File: config.mk
export PLATFORM = sky130hd
export DESIGN_NAME = cdb_arbiter
export DESIGN_NICKNAME = d
export VERILOG_FILES = /design/src/rtl/cdb_arbiter.sv
export SDC_FILE = /design/constraint.sdc
export NUM_CORES = 1
export LEC_CHECK = 0
export BUFFER_PORTS_ARGS = -buffer_cell sky130_fd_sc_hd__buf_2
export CAP_MARGIN = 20
export CORE_MARGIN = 8
export CORE_UTILIZATION = 56
export CTS_BUF_LIST = sky130_fd_sc_hd__clkbuf_2 sky130_fd_sc_hd__clkbuf_4 sky130_fd_sc_hd__clkbuf_8
export CTS_CLUSTER_DIAMETER = 60
export DETAILED_ROUTE_END_ITERATION = 12
export PLACE_DENSITY = 0.86
export SYNTH_ARGS = -nofsm -noshare
export SYNTH_HDL_FRONTEND = slang
export SYNTH_SLANG_ARGS = --single-unit
File: constraint.sdc
create_clock -name clk_in -period 6.64 [get_ports clk_in]
set_clock_uncertainty 0.05 [all_clocks]
set_input_delay 1.328 -clock clk_in [delete_from_list [all_inputs] [get_ports clk_in]]
set_output_delay 1.328 -clock clk_in [all_outputs]
set_load 0.01 [all_outputs]
File: src/rtl/cdb_arbiter.sv
// rtl/cdb_arbiter.sv - round-robin arbiter sharing the CDB between result producers
// Optional statistics counters are built when CDB_ARB_STATS_EN is defined.
module cdb_arbiter #(
    parameter int RoB_WIDTH = 3,
    parameter int N_REQ     = 3,
    parameter int PTR_W     = 2
) (
    input  logic                         clk_in,
    input  logic                         rst_in,
    input  logic                         rdy_in,
    input  logic                         flush_signal,
    input  logic [N_REQ-1:0]             req_valid,
    input  logic [N_REQ*RoB_WIDTH-1:0]   req_index,
    input  logic [N_REQ*32-1:0]          req_data,
    output logic [N_REQ-1:0]             req_ready,
    output logic                         CDB_update_en,
    output logic [RoB_WIDTH-1:0]         CDB_update_index,
    output logic [31:0]                  CDB_update_data,
    output logic                         busy
`ifdef CDB_ARB_STATS_EN
    ,
    output logic [N_REQ*32-1:0]          stat_grant_cnt,
    output logic [31:0]                  stat_conflict_cnt
`endif
);

    logic [N_REQ-1:0]     buf_valid_q;
    logic [N_REQ-1:0]     buf_valid_d;
    logic [RoB_WIDTH-1:0] buf_index_q [N_REQ];
    logic [31:0]          buf_data_q  [N_REQ];
    logic [PTR_W-1:0]     rr_ptr_q;
    logic [PTR_W-1:0]     rr_ptr_d;
    logic                 cdb_en_q;
    logic [RoB_WIDTH-1:0] cdb_index_q;
    logic [31:0]          cdb_data_q;

    logic                 active;
    logic                 found;
    logic [PTR_W-1:0]     winner;
    logic [N_REQ-1:0]     grant;
    logic [N_REQ-1:0]     load;
    int                   cand;

    assign active = rdy_in && !flush_signal;

    // Scan only the holding buffers, starting at rr_ptr and wrapping modulo N_REQ.
    always_comb begin
        found  = 1'b0;
        winner = '0;
        grant  = '0;
        cand   = 0;
        for (int k = 0; k < N_REQ; k++) begin
            cand = int'(rr_ptr_q) + k;
            if (cand >= N_REQ) begin
                cand = cand - N_REQ;
            end
            if (!found && buf_valid_q[cand]) begin
                found  = 1'b1;
                winner = PTR_W'(cand);
            end
        end
        if (found) begin
            grant[winner] = 1'b1;
        end
    end

    always_comb begin
        req_ready   = '0;
        load        = '0;
        buf_valid_d = buf_valid_q;
        rr_ptr_d    = rr_ptr_q;
        for (int i = 0; i < N_REQ; i++) begin
            req_ready[i] = active && (!buf_valid_q[i] || grant[i]);
            load[i]      = req_valid[i] && req_ready[i];
            if (load[i]) begin
                buf_valid_d[i] = 1'b1;
            end else if (grant[i]) begin
                buf_valid_d[i] = 1'b0;
            end
        end
        if (found) begin
            rr_ptr_d = (winner == PTR_W'(N_REQ - 1)) ? '0 : winner + 1'b1;
        end
    end

    always_ff @(posedge clk_in or posedge rst_in) begin
        if (rst_in) begin
            buf_valid_q <= '0;
            rr_ptr_q    <= '0;
            cdb_en_q    <= 1'b0;
            cdb_index_q <= '0;
            cdb_data_q  <= '0;
            for (int i = 0; i < N_REQ; i++) begin
                buf_index_q[i] <= '0;
                buf_data_q[i]  <= '0;
            end
        end else if (rdy_in) begin
            if (flush_signal) begin
                buf_valid_q <= '0;
                cdb_en_q    <= 1'b0;
            end else begin
                buf_valid_q <= buf_valid_d;
                rr_ptr_q    <= rr_ptr_d;
                cdb_en_q    <= found;
                if (found) begin
                    cdb_index_q <= buf_index_q[winner];
                    cdb_data_q  <= buf_data_q[winner];
                end
                for (int i = 0; i < N_REQ; i++) begin
                    if (load[i]) begin
                        buf_index_q[i] <= req_index[i*RoB_WIDTH +: RoB_WIDTH];
                        buf_data_q[i]  <= req_data[i*32 +: 32];
                    end
                end
            end
        end
    end

    assign CDB_update_en    = cdb_en_q;
    assign CDB_update_index = cdb_index_q;
    assign CDB_update_data  = cdb_data_q;
    assign busy             = |buf_valid_q;

`ifdef CDB_ARB_STATS_EN
    logic [31:0] grant_cnt_q [N_REQ];
    logic [31:0] conflict_cnt_q;
    int          nvalid;

    always_comb begin
        nvalid = 0;
        for (int i = 0; i < N_REQ; i++) begin
            nvalid = nvalid + int'(buf_valid_q[i]);
        end
    end

    // Counters survive flush; only reset clears them.
    always_ff @(posedge clk_in or posedge rst_in) begin
        if (rst_in) begin
            conflict_cnt_q <= '0;
            for (int i = 0; i < N_REQ; i++) begin
                grant_cnt_q[i] <= '0;
            end
        end else if (rdy_in) begin
            if (nvalid >= 2) begin
                conflict_cnt_q <= conflict_cnt_q + 32'd1;
            end
            if (found && !flush_signal) begin
                grant_cnt_q[winner] <= grant_cnt_q[winner] + 32'd1;
            end
        end
    end

    for (genvar g = 0; g < N_REQ; g++) begin : g_stat
        assign stat_grant_cnt[g*32 +: 32] = grant_cnt_q[g];
    end
    assign stat_conflict_cnt = conflict_cnt_q;
`endif

endmodule

==> results of run 1 <==
-- flip-flops by register name (all words and copies together) (netlist names) --
name / cells
buf_data_q: 96
rr_ptr_q: 2
buf_index_q: 9
CDB_update_index: 3
buf_valid_q: 3
CDB_update_en: 1
CDB_update_data: 32
-- worst max-delay path by stage --
stage | startpoint | to
after floorplan | rst_in | CDB_update_data[0]
after global placement | rdy_in | req_ready[1]
after detailed placement | rdy_in | req_ready[1]
after CTS | rr_ptr_q[0] | req_ready[0]
after global routing | rr_ptr_q[0] | req_ready[0]
final | rr_ptr_q[1] | req_ready[0]
-- stage by stage --
step | total power, mW | worst slack (ns) | hold slack [ns]
final | 3.63 | 2.68 | 0.438
after global routing | 3.85 | 2.53 | 0.459
after CTS | 3.65 | 2.68 | 0.441
after detailed placement | 2.96 | 3.05 | 0.425
after global placement | 2.87 | 3.11 | 0.416
after floorplan | 2.51 | 1.34 | 0.407
-- metal layers --
metal / up-vias / share of wire (%) / GRT usage [%]
li1: 2066 / - / -
met1: 2305 / 39 / 24.4
met3: 27 / 5.6 / 5.39
met4: 0 / 2.4 / 10.7
met5: - / 0 / 0
met2: 141 / 53 / 37.3
-- critical path: cells and delay by family, from the launching register on --
family	cells	cell delay [ns]
AO/OA/AOI/OAI	3	0.53
multiplexers	1	0.36
flip-flops	1	0.40
buffers and inverters	2	0.22
adder cells (fa/ha/maj)	1	0.28
AND/OR/NAND/NOR	1	0.34
-- power breakdown --
group / internal [mW] / switching [mW]
combinational: 0.684 / 0.740
sequential: 1.30 / 0.236
clock: 0.352 / 0.323
-- cell families (layout without fill, tap and decap cells) --
kind of cell               count (synthesis)  after routing  share of synthesized area, %
adders and majority gates                  4              4                         0.764
other                                      0              2                             0
and+or+nand+nor                           96             96                          6.97
DFF                                      146            146                          55.7
muxes                                    143            143                          25.6
buffers and inverters                     40            198                          3.47
AOI/OAI and AO/OA                         66             66                          7.50
-- area by class of cell --
cell class | count | area (µm²)
antenna | 2 | 5.00
inverter | 8 | 35.0
fill | 833 | 3620
multi-input combinational | 309 | 2720
tap | 143 | 179
timing repair buffer | 159 | 828
clock buffer | 21 | 270
clock inverter | 10 | 110
sequential | 146 | 3650
-- cells in the mapped netlist, drive strengths merged, types with 3 or more instances --
master,instances
o211ai,38
nand3b,3
o21ai,6
nor2,4
nand2,40
o21bai,3
clkbuf,11
nand2b,3
nor3,3
nand3,35
ha,4
mux2,105
nor2b,3
buf,21
inv,8
mux2i,38
a21oi,6
o21a,4
dfrtp,146
==> results.sh, run 1 <==
export IMPL_die_h_um=124
export IMPL_hp_start="buf_data_q[40]"
export IMPL_clk_latency_ns=0.45
export IMPL_viasPerCell=5.69
export IMPL_antenna_found_initial=2
export IMPL_r2r_slack_ns=3.20
export IMPL_grt_pass1_vias=4985
export IMPL_drc=0
export IMPL_synth_seq_cells=146
export IMPL_numClockSinks=146
export IMPL_cts_buffer_depth=2
export IMPL_drtIter0Drc=277
export IMPL_required_ns=5.26
export IMPL_synthFlopType="dfrtp_1"
export IMPL_synth_fp_nets=611
export IMPL_reg2reg_from="rr_ptr_q[1]"
export IMPL_layout_commonest_cell="buf_2"
export IMPL_finalWeightedCongestion=0.872
export IMPL_netlist_cell_type_count=38
export IMPL_port_buffer_count=151
export IMPL_crit_path_cell_trace="inv_1 > ha_1 > mux2i_1 > o21ai_0 > o32a_1 > nor3_2 > o21a_1 > buf_2"
export IMPL_critical_path_class="reg2out"
export IMPL_ant_nets=0
export IMPL_finish_instance_area_um2=7800
export IMPL_post_route_min_period_ns=3.96
export IMPL_ys_seq_area_share_pct=55.7
export IMPL_utilization_pct=68.3
export IMPL_avgSynthCellArea_um2=13.2
export IMPL_vdd_drop_max_mv=0.472
export IMPL_core_um2=11400
export IMPL_synth_edf_count=0
export IMPL_cts_hold_buf=0
export IMPL_synth_warnings=0
export IMPL_dieArea_um2=15400
export IMPL_hold_class="reg2reg"
export IMPL_synthCells=495
export IMPL_power_density_nw_per_um2=465
export IMPL_cts_resized=0
export IMPL_drtPass1Iterations=4
export IMPL_hold_depth=1
export IMPL_synth_top_cell_area_share_pct=55.7
export IMPL_status="complete, no violations"
export IMPL_final_cell_mix="buf_2, dfrtp_1, mux2_1"
export IMPL_crit_path_end_kind="output port"
export IMPL_slowest_delay_ns=0.40
export IMPL_clk_pin_slew_ns=0.08
export IMPL_grt_max_degree=83
export IMPL_layout_cells_non_filler=798
export IMPL_initial_utilization_pct=57.4
export IMPL_finalHoldViolCount=0
export IMPL_overflow=0
export IMPL_dp_hpwl_um=10800
export IMPL_wirelength_um=16000
export IMPL_drv_slew=0
export IMPL_drv_cap=0
export IMPL_worst_setup_path_start_kind="flip-flop"
export IMPL_dieWidth_um=124
export IMPL_area_growth_pct=19.0
export IMPL_placedInstanceArea_um2=7390
export IMPL_fin_nets=757
export IMPL_route_vias_total=4539
export IMPL_min_to="buf_data_q[40]"
export IMPL_synthTopCellsByArea="dfrtp_1, mux2_1, mux2_4"
export IMPL_worstMarginPinSlew_ns=1.01
export IMPL_numCtsBuffers=17
export IMPL_grt_pass1_wl_um=25400
export IMPL_r2r_end="buf_index_q[8]"
export IMPL_cts_max_level=4
export IMPL_grt_usage_pct=21.6
export IMPL_p_leak_nw=3.82
export IMPL_fmax_mhz=253
export IMPL_crit_slowest_cell="dfrtp_1"
export IMPL_ios=152
export IMPL_crit_fanout=5
export IMPL_row_count=39
export IMPL_finalSetupTns_ns=0
export IMPL_timing_final_crit_share_pct=59.6
export IMPL_dp_cells=764
export IMPL_post_cts_buffers=0
export IMPL_wl_per_cell_um=20.1
export IMPL_cts_root_buf="clkbuf_8"
export IMPL_grt_setup_unrepaired="false"
export IMPL_async_reset_ff_share_pct=100
export IMPL_arrival_ns=2.58
export IMPL_setup_violations=0
export IMPL_ff2ff_path_depth=9
export IMPL_slew_headroom_pct=32.9
export IMPL_netlist_area_um2=6560
export IMPL_synth_top_cell_by_area="dfrtp_1"
export IMPL_drive_gt1_share_pct=38.0
export IMPL_cts_tree="built"
Note: power is estimated with default switching activity, not from simulation.
==> inputs of run 2 (changes only) <==
clock period = 4 ns   (was 6.64 ns; I/O delays follow)
==> run 2 against run 1 <==
  * Critical path depth unchanged
  * Clock-buffer cell count decreased by 1
  * Global-route usage increased by 0.15 points
  * Non-clock buffer count increased by 3
  * Sequential power increased by 67%
  * Sequential cell count unchanged
  * Design area increased by 0.71%
  * Routed wire length increased by 0.61%
  * Sequential share of layout area decreased by 0.33 points
  * Critical path type unchanged
  * Largest power group unchanged
==> results.sh, run 2 (synthesis results as in run 1) <==
export IMPL_status="complete, no violations"
export IMPL_setup_violations=0
export IMPL_finalWeightedCongestion=0.842
export IMPL_clk_latency_ns=0.45
export IMPL_final_cell_mix="buf_2, dfrtp_1, mux2_1"
export IMPL_grt_pass1_vias=5070
export IMPL_ios=152
export IMPL_finalSetupTns_ns=0
export IMPL_slew_headroom_pct=36.8
export IMPL_drtPass1Iterations=4
export IMPL_cts_max_level=4
export IMPL_slowest_delay_ns=0.41
export IMPL_crit_path_cell_trace="inv_1 > ha_1 > mux2i_1 > nor4bb_1 > o32a_1 > nor3_2 > o21a_1 > buf_2"
export IMPL_drtIter0Drc=353
export IMPL_wirelength_um=16100
export IMPL_core_um2=11400
export IMPL_drive_gt1_share_pct=38.4
export IMPL_dp_hpwl_um=11300
export IMPL_area_growth_pct=19.8
export IMPL_crit_slowest_cell="dfrtp_1"
export IMPL_row_count=39
export IMPL_worstMarginPinSlew_ns=0.946
export IMPL_fin_nets=760
export IMPL_vdd_drop_max_mv=0.373
export IMPL_initial_utilization_pct=57.4
export IMPL_drv_cap=0
export IMPL_p_leak_nw=3.83
export IMPL_worst_setup_path_start_kind="flip-flop"
export IMPL_required_ns=3.15
export IMPL_port_buffer_count=151
export IMPL_overflow=0
export IMPL_crit_path_end_kind="output port"
export IMPL_post_route_min_period_ns=3.46
export IMPL_cts_hold_buf=0
export IMPL_hold_class="reg2reg"
export IMPL_dieWidth_um=124
export IMPL_dp_cells=767
export IMPL_cts_tree="built"
export IMPL_viasPerCell=5.71
export IMPL_finalHoldViolCount=0
export IMPL_arrival_ns=2.61
export IMPL_power_density_nw_per_um2=776
export IMPL_grt_usage_pct=21.7
export IMPL_route_vias_total=4567
export IMPL_ant_nets=0
export IMPL_diodes=0
export IMPL_grt_pass1_wl_um=25500
export IMPL_placedInstanceArea_um2=7430
export IMPL_worst_path_buf_inv=2
export IMPL_grt_max_degree=45
export IMPL_cts_root_buf="clkbuf_8"
export IMPL_finish_instance_area_um2=7850
export IMPL_timing_final_crit_share_pct=86.5
export IMPL_cts_buffer_depth=2
export IMPL_layout_commonest_cell="buf_2"
export IMPL_post_cts_buffers=0
export IMPL_largest_reg_flops=96
export IMPL_drc=0
export IMPL_setup_slack_ns=0.542
export IMPL_critical_path_class="reg2out"
export IMPL_cts_resized=0
export IMPL_utilization_pct=68.8
export IMPL_dieArea_um2=15400
export IMPL_numClockSinks=146
export IMPL_fmax_mhz=289
export IMPL_numCtsBuffers=17
export IMPL_cp_top_family="simple AND/OR/NAND/NOR gates"
export IMPL_top_register="buf_data_q"
export IMPL_dp_slack_ns=0.828
export IMPL_drv_slew=0
export IMPL_grt_setup_unrepaired="false"
export IMPL_layout_cells_non_filler=800
export IMPL_wl_per_cell_um=20.2
export IMPL_clk_pin_slew_ns=0.08
export IMPL_antenna_found_initial=0
export IMPL_fillCellCount=810
export IMPL_die_h_um=124
export IMPL_crit_fanout=11
## run 2: cell types whose count changed in the layout (fill, tap and decap cells not counted), moves of 2 or more
cell	before	now
clkbuf_8	18	20
buf_4	7	9
clkbuf_4	3	0
clkinvlp_4	1	5
diode_2	2	0
clkinv_2	5	3
## run 2: final timing paths
kind / slack (ns) / cells after the start / startpoint / end
worst max register to register: 0.76 / 9 / rr_ptr_q[1] / buf_data_q[51]
worst min register to register: 0.44 / 1 / buf_data_q[60] / buf_data_q[60]
worst max-delay path: 0.54 / 8 / rr_ptr_q[0] / req_ready[0]
max in group asynchronous: 2.42 / 3 / rst_in / buf_data_q[68]
worst min-delay path: 0.44 / 1 / buf_data_q[60] / buf_data_q[60]
min in group asynchronous: 0.45 / 2 / rst_in / CDB_update_data[30]
## run 2: layer usage
layer | wire (µm) | share of wire, % | track usage (%) | up-vias
li1 | - | - | - | 2079
met1 | 6220 | 39 | 25.0 | 2284
met3 | 1020 | 6.3 | 5.94 | 36
met4 | 443 | 2.7 | 10.0 | 0
met5 | 0 | 0 | 0 | -
met2 | 8460 | 52 | 37.0 | 168
## run 2: cell type report
| class | instances | area (µm²) | share of cell area, % |
|---|---|---|---|
| Multi-Input combinational cell | 309 | 2720 | 34.6 |
| Clock inverter | 12 | 131 | 1.67 |
| Timing Repair Buffer | 162 | 863 | 11.0 |
| Tap cell | 143 | 179 | 2.28 |
| Clock buffer | 20 | 275 | 3.51 |
| Sequential cell | 146 | 3650 | 46.5 |
| Inverter | 8 | 33.8 | 0.430 |
## run 2: worst reg2reg max path: cells and delay by family (launching register included)
kind                     cells  cell delay, ns
AO/OA/AOI/OAI                2            0.41
adder cells (fa/ha/maj)      1            0.29
buffers and inverters        2            0.48
flip-flops                   1            0.40
multiplexers                 2            0.65
AND/OR/NAND/NOR              2            0.85
## run 2: power by group
group          internal (mW)  switching [mW]  total, mW
registers               2.15           0.400       2.55
clock network          0.603           0.556       1.16
logic                   1.15            1.23       2.38
total                   3.91            2.18       6.09
## run 2: stage by stage
step | total power [mW] | hold slack (ns)
CTS | 6.10 | 0.442
floorplan | 4.17 | 0.407
global route | 6.46 | 0.451
finish | 6.09 | 0.439
detailed placement | 4.93 | 0.424
global placement | 4.78 | 0.416
